--- config.mk ---
export PLATFORM = sky130hd
export DESIGN_NAME = wb_rr_arbiter
export DESIGN_NICKNAME = d
export VERILOG_FILES = /design/src/rtl/wb_arb_pkg.sv /design/src/rtl/wb_arb_rr_pick.sv /design/src/rtl/wb_rr_arbiter.sv
export SDC_FILE = /design/constraint.sdc
export NUM_CORES = 1
export LEC_CHECK = 0
export ABC_AREA = 1
export BUFFER_PORTS_ARGS = -buffer_cell sky130_fd_sc_hd__buf_2
export CAP_MARGIN = 0
export CELL_PAD_IN_SITES_DETAIL_PLACEMENT = 0
export CELL_PAD_IN_SITES_GLOBAL_PLACEMENT = 2
export CORE_ASPECT_RATIO = 1.5
export CORE_MARGIN = 2
export CORE_UTILIZATION = 11
export DETAILED_ROUTE_END_ITERATION = 10
export HOLD_SLACK_MARGIN = 0.15
export PLACE_DENSITY = 0.95
export SLEW_MARGIN = 10
export SYNTH_ARGS = -nofsm -noshare
export SYNTH_HDL_FRONTEND = slang
export SYNTH_HIERARCHICAL = 1
export SYNTH_SLANG_ARGS = --single-unit
--- constraint.sdc ---
create_clock -name wb_clk_i -period 2.6 [get_ports wb_clk_i]
set_input_delay 0.26 -clock wb_clk_i [delete_from_list [all_inputs] [get_ports wb_clk_i]]
set_output_delay 0.26 -clock wb_clk_i [all_outputs]
set_load 0.02 [all_outputs]
--- src/rtl/wb_arb_pkg.sv ---
// Shared definitions for the Wishbone round-robin arbiter: FSM state
// encoding, Wishbone cycle-type constants and an index-width helper.
package wb_arb_pkg;

    typedef enum logic [0:0] {
        ST_IDLE = 1'b0,
        ST_BUSY = 1'b1
    } arb_state_e;

    localparam logic [2:0] CTI_CLASSIC   = 3'b000;
    localparam logic [2:0] CTI_INC_BURST = 3'b010;
    localparam logic [2:0] CTI_END       = 3'b111;

    // Bits needed to hold an index in 0..value-1 (never less than 1).
    function automatic int clog2(input int value);
        int w;
        w = 1;
        while ((32'sd1 <<< w) < value) begin
            w = w + 1;
        end
        return w;
    endfunction

endpackage

--- src/rtl/wb_arb_rr_pick.sv ---
// Combinational round-robin picker: starting one position after the last
// owner and wrapping, the first asserted request wins.
module wb_arb_rr_pick
    import wb_arb_pkg::*;
#(
    parameter int NUM_MASTERS = 3,
    parameter int IW          = clog2(NUM_MASTERS)
) (
    input  logic [NUM_MASTERS-1:0] req,
    input  logic [IW-1:0]          last_idx,
    output logic [NUM_MASTERS-1:0] gnt,
    output logic [IW-1:0]          gnt_idx,
    output logic                   valid
);

    int idx_s;

    // Walk the masters in rotating order and keep the first requester found.
    always_comb begin
        gnt     = '0;
        gnt_idx = '0;
        valid   = 1'b0;
        idx_s   = 0;
        for (int off = 1; off <= NUM_MASTERS; off++) begin
            idx_s = (int'(last_idx) + off) % NUM_MASTERS;
            if (req[idx_s] && !valid) begin
                gnt[idx_s] = 1'b1;
                gnt_idx    = IW'(idx_s);
                valid      = 1'b1;
            end else begin
                valid = valid;
            end
        end
    end

endmodule

--- src/rtl/wb_rr_arbiter.sv ---
// Round-robin Wishbone B3 arbiter: N masters share one slave port. A grant
// is held for the whole CYC period (bursts included); the slave response is
// routed to the granted master only.
// Optional bus watchdog: define WB_ARB_TIMEOUT_EN to abort a cycle with an
// error after TIMEOUT_CYCLES strobed cycles without any slave response.
module wb_rr_arbiter
    import wb_arb_pkg::*;
#(
    parameter int NUM_MASTERS    = 3,
    parameter int AW             = 32,
    parameter int DW             = 32,
    parameter int TIMEOUT_CYCLES = 255
) (
    input  logic                        wb_clk_i,
    input  logic                        wb_rst_i,
    input  logic [NUM_MASTERS*AW-1:0]   wbm_adr_i,
    input  logic [NUM_MASTERS*DW-1:0]   wbm_dat_i,
    input  logic [NUM_MASTERS*DW/8-1:0] wbm_sel_i,
    input  logic [NUM_MASTERS-1:0]      wbm_we_i,
    input  logic [NUM_MASTERS-1:0]      wbm_cyc_i,
    input  logic [NUM_MASTERS-1:0]      wbm_stb_i,
    input  logic [NUM_MASTERS*3-1:0]    wbm_cti_i,
    input  logic [NUM_MASTERS*2-1:0]    wbm_bte_i,
    output logic [DW-1:0]               wbm_dat_o,
    output logic [NUM_MASTERS-1:0]      wbm_ack_o,
    output logic [NUM_MASTERS-1:0]      wbm_err_o,
    output logic [NUM_MASTERS-1:0]      wbm_rty_o,
    output logic [AW-1:0]               wbs_adr_o,
    output logic [DW-1:0]               wbs_dat_o,
    output logic [DW/8-1:0]             wbs_sel_o,
    output logic                        wbs_we_o,
    output logic                        wbs_cyc_o,
    output logic                        wbs_stb_o,
    output logic [2:0]                  wbs_cti_o,
    output logic [1:0]                  wbs_bte_o,
    input  logic [DW-1:0]               wbs_dat_i,
    input  logic                        wbs_ack_i,
    input  logic                        wbs_err_i,
    input  logic                        wbs_rty_i,
    output logic [NUM_MASTERS-1:0]      grant_o
);

    localparam int SW = DW / 8;
    localparam int IW = clog2(NUM_MASTERS);

    arb_state_e             state_r;
    logic [NUM_MASTERS-1:0] grant_r;
    logic [IW-1:0]          gnt_idx_r;
    logic [IW-1:0]          last_idx_r;

    logic [NUM_MASTERS-1:0] pick_gnt_s;
    logic [IW-1:0]          pick_idx_s;
    logic                   pick_valid_s;

    logic busy_s;
    logic cyc_sel_s;
    logic stb_sel_s;
    logic fwd_s;
    logic timeout_hit_s;

    wb_arb_rr_pick #(
        .NUM_MASTERS (NUM_MASTERS),
        .IW          (IW)
    ) u_pick (
        .req      (wbm_cyc_i),
        .last_idx (last_idx_r),
        .gnt      (pick_gnt_s),
        .gnt_idx  (pick_idx_s),
        .valid    (pick_valid_s)
    );

    assign busy_s = (state_r == ST_BUSY);

    // AND-OR mux of the granted master onto the slave side; all zero when no grant.
    always_comb begin
        wbs_adr_o = '0;
        wbs_dat_o = '0;
        wbs_sel_o = '0;
        wbs_we_o  = 1'b0;
        wbs_cti_o = 3'b000;
        wbs_bte_o = 2'b00;
        cyc_sel_s = 1'b0;
        stb_sel_s = 1'b0;
        for (int k = 0; k < NUM_MASTERS; k++) begin
            wbs_adr_o = wbs_adr_o | (wbm_adr_i[k*AW +: AW] & {AW{grant_r[k]}});
            wbs_dat_o = wbs_dat_o | (wbm_dat_i[k*DW +: DW] & {DW{grant_r[k]}});
            wbs_sel_o = wbs_sel_o | (wbm_sel_i[k*SW +: SW] & {SW{grant_r[k]}});
            wbs_we_o  = wbs_we_o  | (wbm_we_i[k] & grant_r[k]);
            wbs_cti_o = wbs_cti_o | (wbm_cti_i[k*3 +: 3] & {3{grant_r[k]}});
            wbs_bte_o = wbs_bte_o | (wbm_bte_i[k*2 +: 2] & {2{grant_r[k]}});
            cyc_sel_s = cyc_sel_s | (wbm_cyc_i[k] & grant_r[k]);
            stb_sel_s = stb_sel_s | (wbm_stb_i[k] & grant_r[k]);
        end
    end

    // Slave CYC/STB follow the owner combinationally so a release is seen the same cycle.
    assign wbs_cyc_o = busy_s & cyc_sel_s & ~timeout_hit_s;
    assign wbs_stb_o = wbs_cyc_o & stb_sel_s;

    // Responses are forwarded only while the owner's cycle is live on the slave.
    assign fwd_s     = wbs_cyc_o;
    assign wbm_dat_o = wbs_dat_i;
    assign wbm_ack_o = grant_r & {NUM_MASTERS{wbs_ack_i & fwd_s}};
    assign wbm_err_o = grant_r & {NUM_MASTERS{(wbs_err_i & fwd_s) | timeout_hit_s}};
    assign wbm_rty_o = grant_r & {NUM_MASTERS{wbs_rty_i & fwd_s}};
    assign grant_o   = grant_r;

`ifdef WB_ARB_TIMEOUT_EN
    localparam int            CW       = clog2(TIMEOUT_CYCLES + 1);
    localparam logic [CW-1:0] TO_LIMIT = CW'(TIMEOUT_CYCLES);

    logic [CW-1:0] to_cnt_r;
    logic          resp_s;

    assign resp_s        = busy_s & cyc_sel_s & (wbs_ack_i | wbs_err_i | wbs_rty_i);
    assign timeout_hit_s = busy_s & (to_cnt_r == TO_LIMIT);

    // Watchdog: counts strobed cycles without a response while an owner holds the bus.
    always_ff @(posedge wb_clk_i) begin
        if (wb_rst_i) begin
            to_cnt_r <= '0;
        end else if (!busy_s || timeout_hit_s || resp_s) begin
            to_cnt_r <= '0;
        end else if (cyc_sel_s && stb_sel_s) begin
            to_cnt_r <= to_cnt_r + CW'(1);
        end else begin
            to_cnt_r <= to_cnt_r;
        end
    end
`else
    assign timeout_hit_s = 1'b0;
`endif

    // Arbitration FSM: pick in IDLE, hold the grant in BUSY until CYC drops (or the watchdog fires).
    always_ff @(posedge wb_clk_i) begin
        if (wb_rst_i) begin
            state_r    <= ST_IDLE;
            grant_r    <= '0;
            gnt_idx_r  <= '0;
            last_idx_r <= IW'(NUM_MASTERS - 1);
        end else begin
            case (state_r)
                ST_IDLE: begin
                    if (pick_valid_s) begin
                        state_r   <= ST_BUSY;
                        grant_r   <= pick_gnt_s;
                        gnt_idx_r <= pick_idx_s;
                    end else begin
                        state_r   <= ST_IDLE;
                        grant_r   <= '0;
                    end
                end
                ST_BUSY: begin
                    if (!cyc_sel_s || timeout_hit_s) begin
                        state_r    <= ST_IDLE;
                        grant_r    <= '0;
                        last_idx_r <= gnt_idx_r;
                    end else begin
                        state_r    <= ST_BUSY;
                    end
                end
                default: begin
                    state_r <= ST_IDLE;
                    grant_r <= '0;
                end
            endcase
        end
    end

endmodule
==> results.cfg <==
[outcome]
status = finished clean

[placed_design]
place_inst = 1009
dp_slack_ns = 0.682
port_buffers = 320
gp_congestion = 0.829
postPlaceCellArea_sq_mm = 0.00394
hpwl_mm = 9.92

[grt]
grt_pass1_vias = 3491
grt_usage_pct = 8.87
grt_max_degree = 41
grt_pass1_wl_mm = 16.4
grt.overflow.total = 0
antenna_found_initial = 0

[synthesis]
syn_area_per_cell_sq_um = 5.00
yosysWarningCount = 6
yosysTopAreaCellShare_pct = 39.5
synth.largest_area_cell = nand2_1
synthCells = 475
ys_seq_area_share_pct = 6.74
ys_ff_latch = 8
ys_top_cells_by_area = nand2_1 (39%), nand3_1 (19%), buf_4 (14%)
syn-num-nets = 744
synthesis.area_sq_mm = 0.00238
yosysUniqueCellTypes = 23

[timing]
relSlewSlack_pct = 65.7
hold_violations = 0
tightestPinTransition_ns = 0.514
fin_skew_ns = 0.000547
period_share_pct = 74.8
maxSlewViolCount = 0
max_freq_ghz = 0.514
fin_crit_ns = 1.95
fin_ws_ns = 0.655
rsz0062_at_grt = no
finalSetupTns_ns = 0
finalSetupViolCount = 0

[clocking]
ctsHoldBuffers = 0
cts_tree = yes
cts.sinks = 8
htreeDepth = 1
post_cts_buffers = 0
cts_root_buffer = clkbuf_16
clk_latency_ns = 0.23
cts_resized = 0
cts_buffer_depth = 2
cts_buffers = 3
clk_pin_slew_ns = 0.04

[route]
wl_per_cell_microns = 11.6
ant_nets = 0
dr.pass1.iters = 4
drcViolationCount = 0
viasPerCell = 3.76
drt-total-wl_mm = 11.8
num_vias = 3802
drt_iter0_markers = 120

[floorplan]
die_w_microns = 124
rows = 65
fp.dieH_microns = 184
core_sq_mm = 0.0211
dieArea_sq_mm = 0.0228
start_util_pct = 11.2
ios = 385

[min_path]
hp-class = in2reg
whs_endpoint = grant_o[2]
whs_path_depth = 2
worstHoldStart = wb_rst_i

[setup_path]
r2r_end = gnt_idx_r[1]
ff2ff_path_depth = 13
worstPathMaxFanout = 10
required_ns = 2.72
endpoint_kind = flop
start_kind = flop
rrSetupSlack_ns = 0.65
r2r-start = last_idx_r[0]
crit_type = reg2reg
arrival_ns = 2.07

[cells_and_area]
final_cell_mix = buf_2 (320), nand2_1 (250), nand3_1 (89)
drive_gt1_share_pct = 47.0
syn_to_final_growth_pct = 68.8
fin_cells = 1012
mostFrequentLayoutCell = buf_2
final_area_sq_mm = 0.00401
nets = 1015
antenna_cells = 0

[flow_run]
drv_cap = 0

[power]
p_total_mw = 4.52
peakVddDrop_mv = 0.382
p_leak_nw = 2.44
powerDensity_mw_per_mm2 = 1130
-- where the power goes --
part / total [mW] / internal (mW) / switching [mW]
clock network: 0.258 / 0.198 / 0.0600
registers: 0.297 / 0.184 / 0.113
logic: 3.97 / 1.30 / 2.66
-- through the flow --
step | utilization, % | hold WS, ns
floorplan | - | 0.329
global placement | 18.6 | 0.451
detailed placement | 18.6 | 0.449
CTS | 19.0 | 0.250
global route | 19.0 | 0.264
finish | 19.0 | 0.254
-- worst max-delay path: stages, from the launching register on --
cell	delay, ns
dfxtp_1	0.37
inv_1	0.08
ha_1	0.51
inv_4	0.07
nand2_2	0.07
nand3_2	0.07
nand2_2	0.10
nand2_2	0.06
inv_2	0.07
nand3_1	0.08
nand2_2	0.12
inv_1	0.09
nor2_1	0.10
nor2_1	0.05
-- final cells by class --
| class | instances | area [sq um] |
|---|---|---|
| inverter | 21 | 81.3 |
| clock buffer | 3 | 75.1 |
| sequential | 8 | 164 |
| timing repair buffer | 326 | 1660 |
| fill | 2503 | 17100 |
| multi-input combinational | 386 | 1700 |
| tap | 268 | 335 |
-- metal layers --
metal,up-vias,global-route usage (%),share of wire (%)
met3,26,0.496,5.9
li1,1998,-,-
met4,0,2.70,2.4
met1,1615,9.56,37
met5,-,0,0
met2,163,17.9,54
-- logic make-up (layout without fill, tap and decap cells) --
kind of cell	count (synthesis)	in the layout	share of synthesized area [%]
AOI/OAI and AO/OA	13	13	3.00
adders and majority gates	4	4	2.11
buffers and inverters	81	350	21.8
DFF	8	8	6.74
and+or+nand+nor	369	369	66.3
-- flip-flops by register name, indices dropped and copies added (netlist names) --
register,cells
gnt_idx_r,2
grant_o,3
busy_s,1
last_idx_r,2
-- cells in the mapped netlist --
library cell and number:
ha_1 4, buf_6 4, inv_4 1, inv_2 2, o21ai_2 1, nand3_4 1
a31oi_1 2, nor3_1 1, inv_1 18, buf_4 45, nor2_2 1, o21ai_1 3
nand3b_1 1, dfxtp_1 8, nand2_4 2, o21ai_0 2, a21oi_1 5, nand2_2 5
nand3_1 89, nor2_1 14, nand3_2 5, buf_2 11, nand2_1 250
-- how the worst max path moves through the flow --
stage               cells past startpoint      endpoint          start
global route                           13  gnt_idx_r[1]  last_idx_r[0]
global placement                       13  gnt_idx_r[1]  last_idx_r[0]
CTS                                    13  gnt_idx_r[1]  last_idx_r[0]
floorplan                              13  gnt_idx_r[1]  last_idx_r[0]
detailed placement                     13  gnt_idx_r[1]  last_idx_r[0]
finish                                 13  gnt_idx_r[1]  last_idx_r[0]
(Power assumes the default switching activity.)
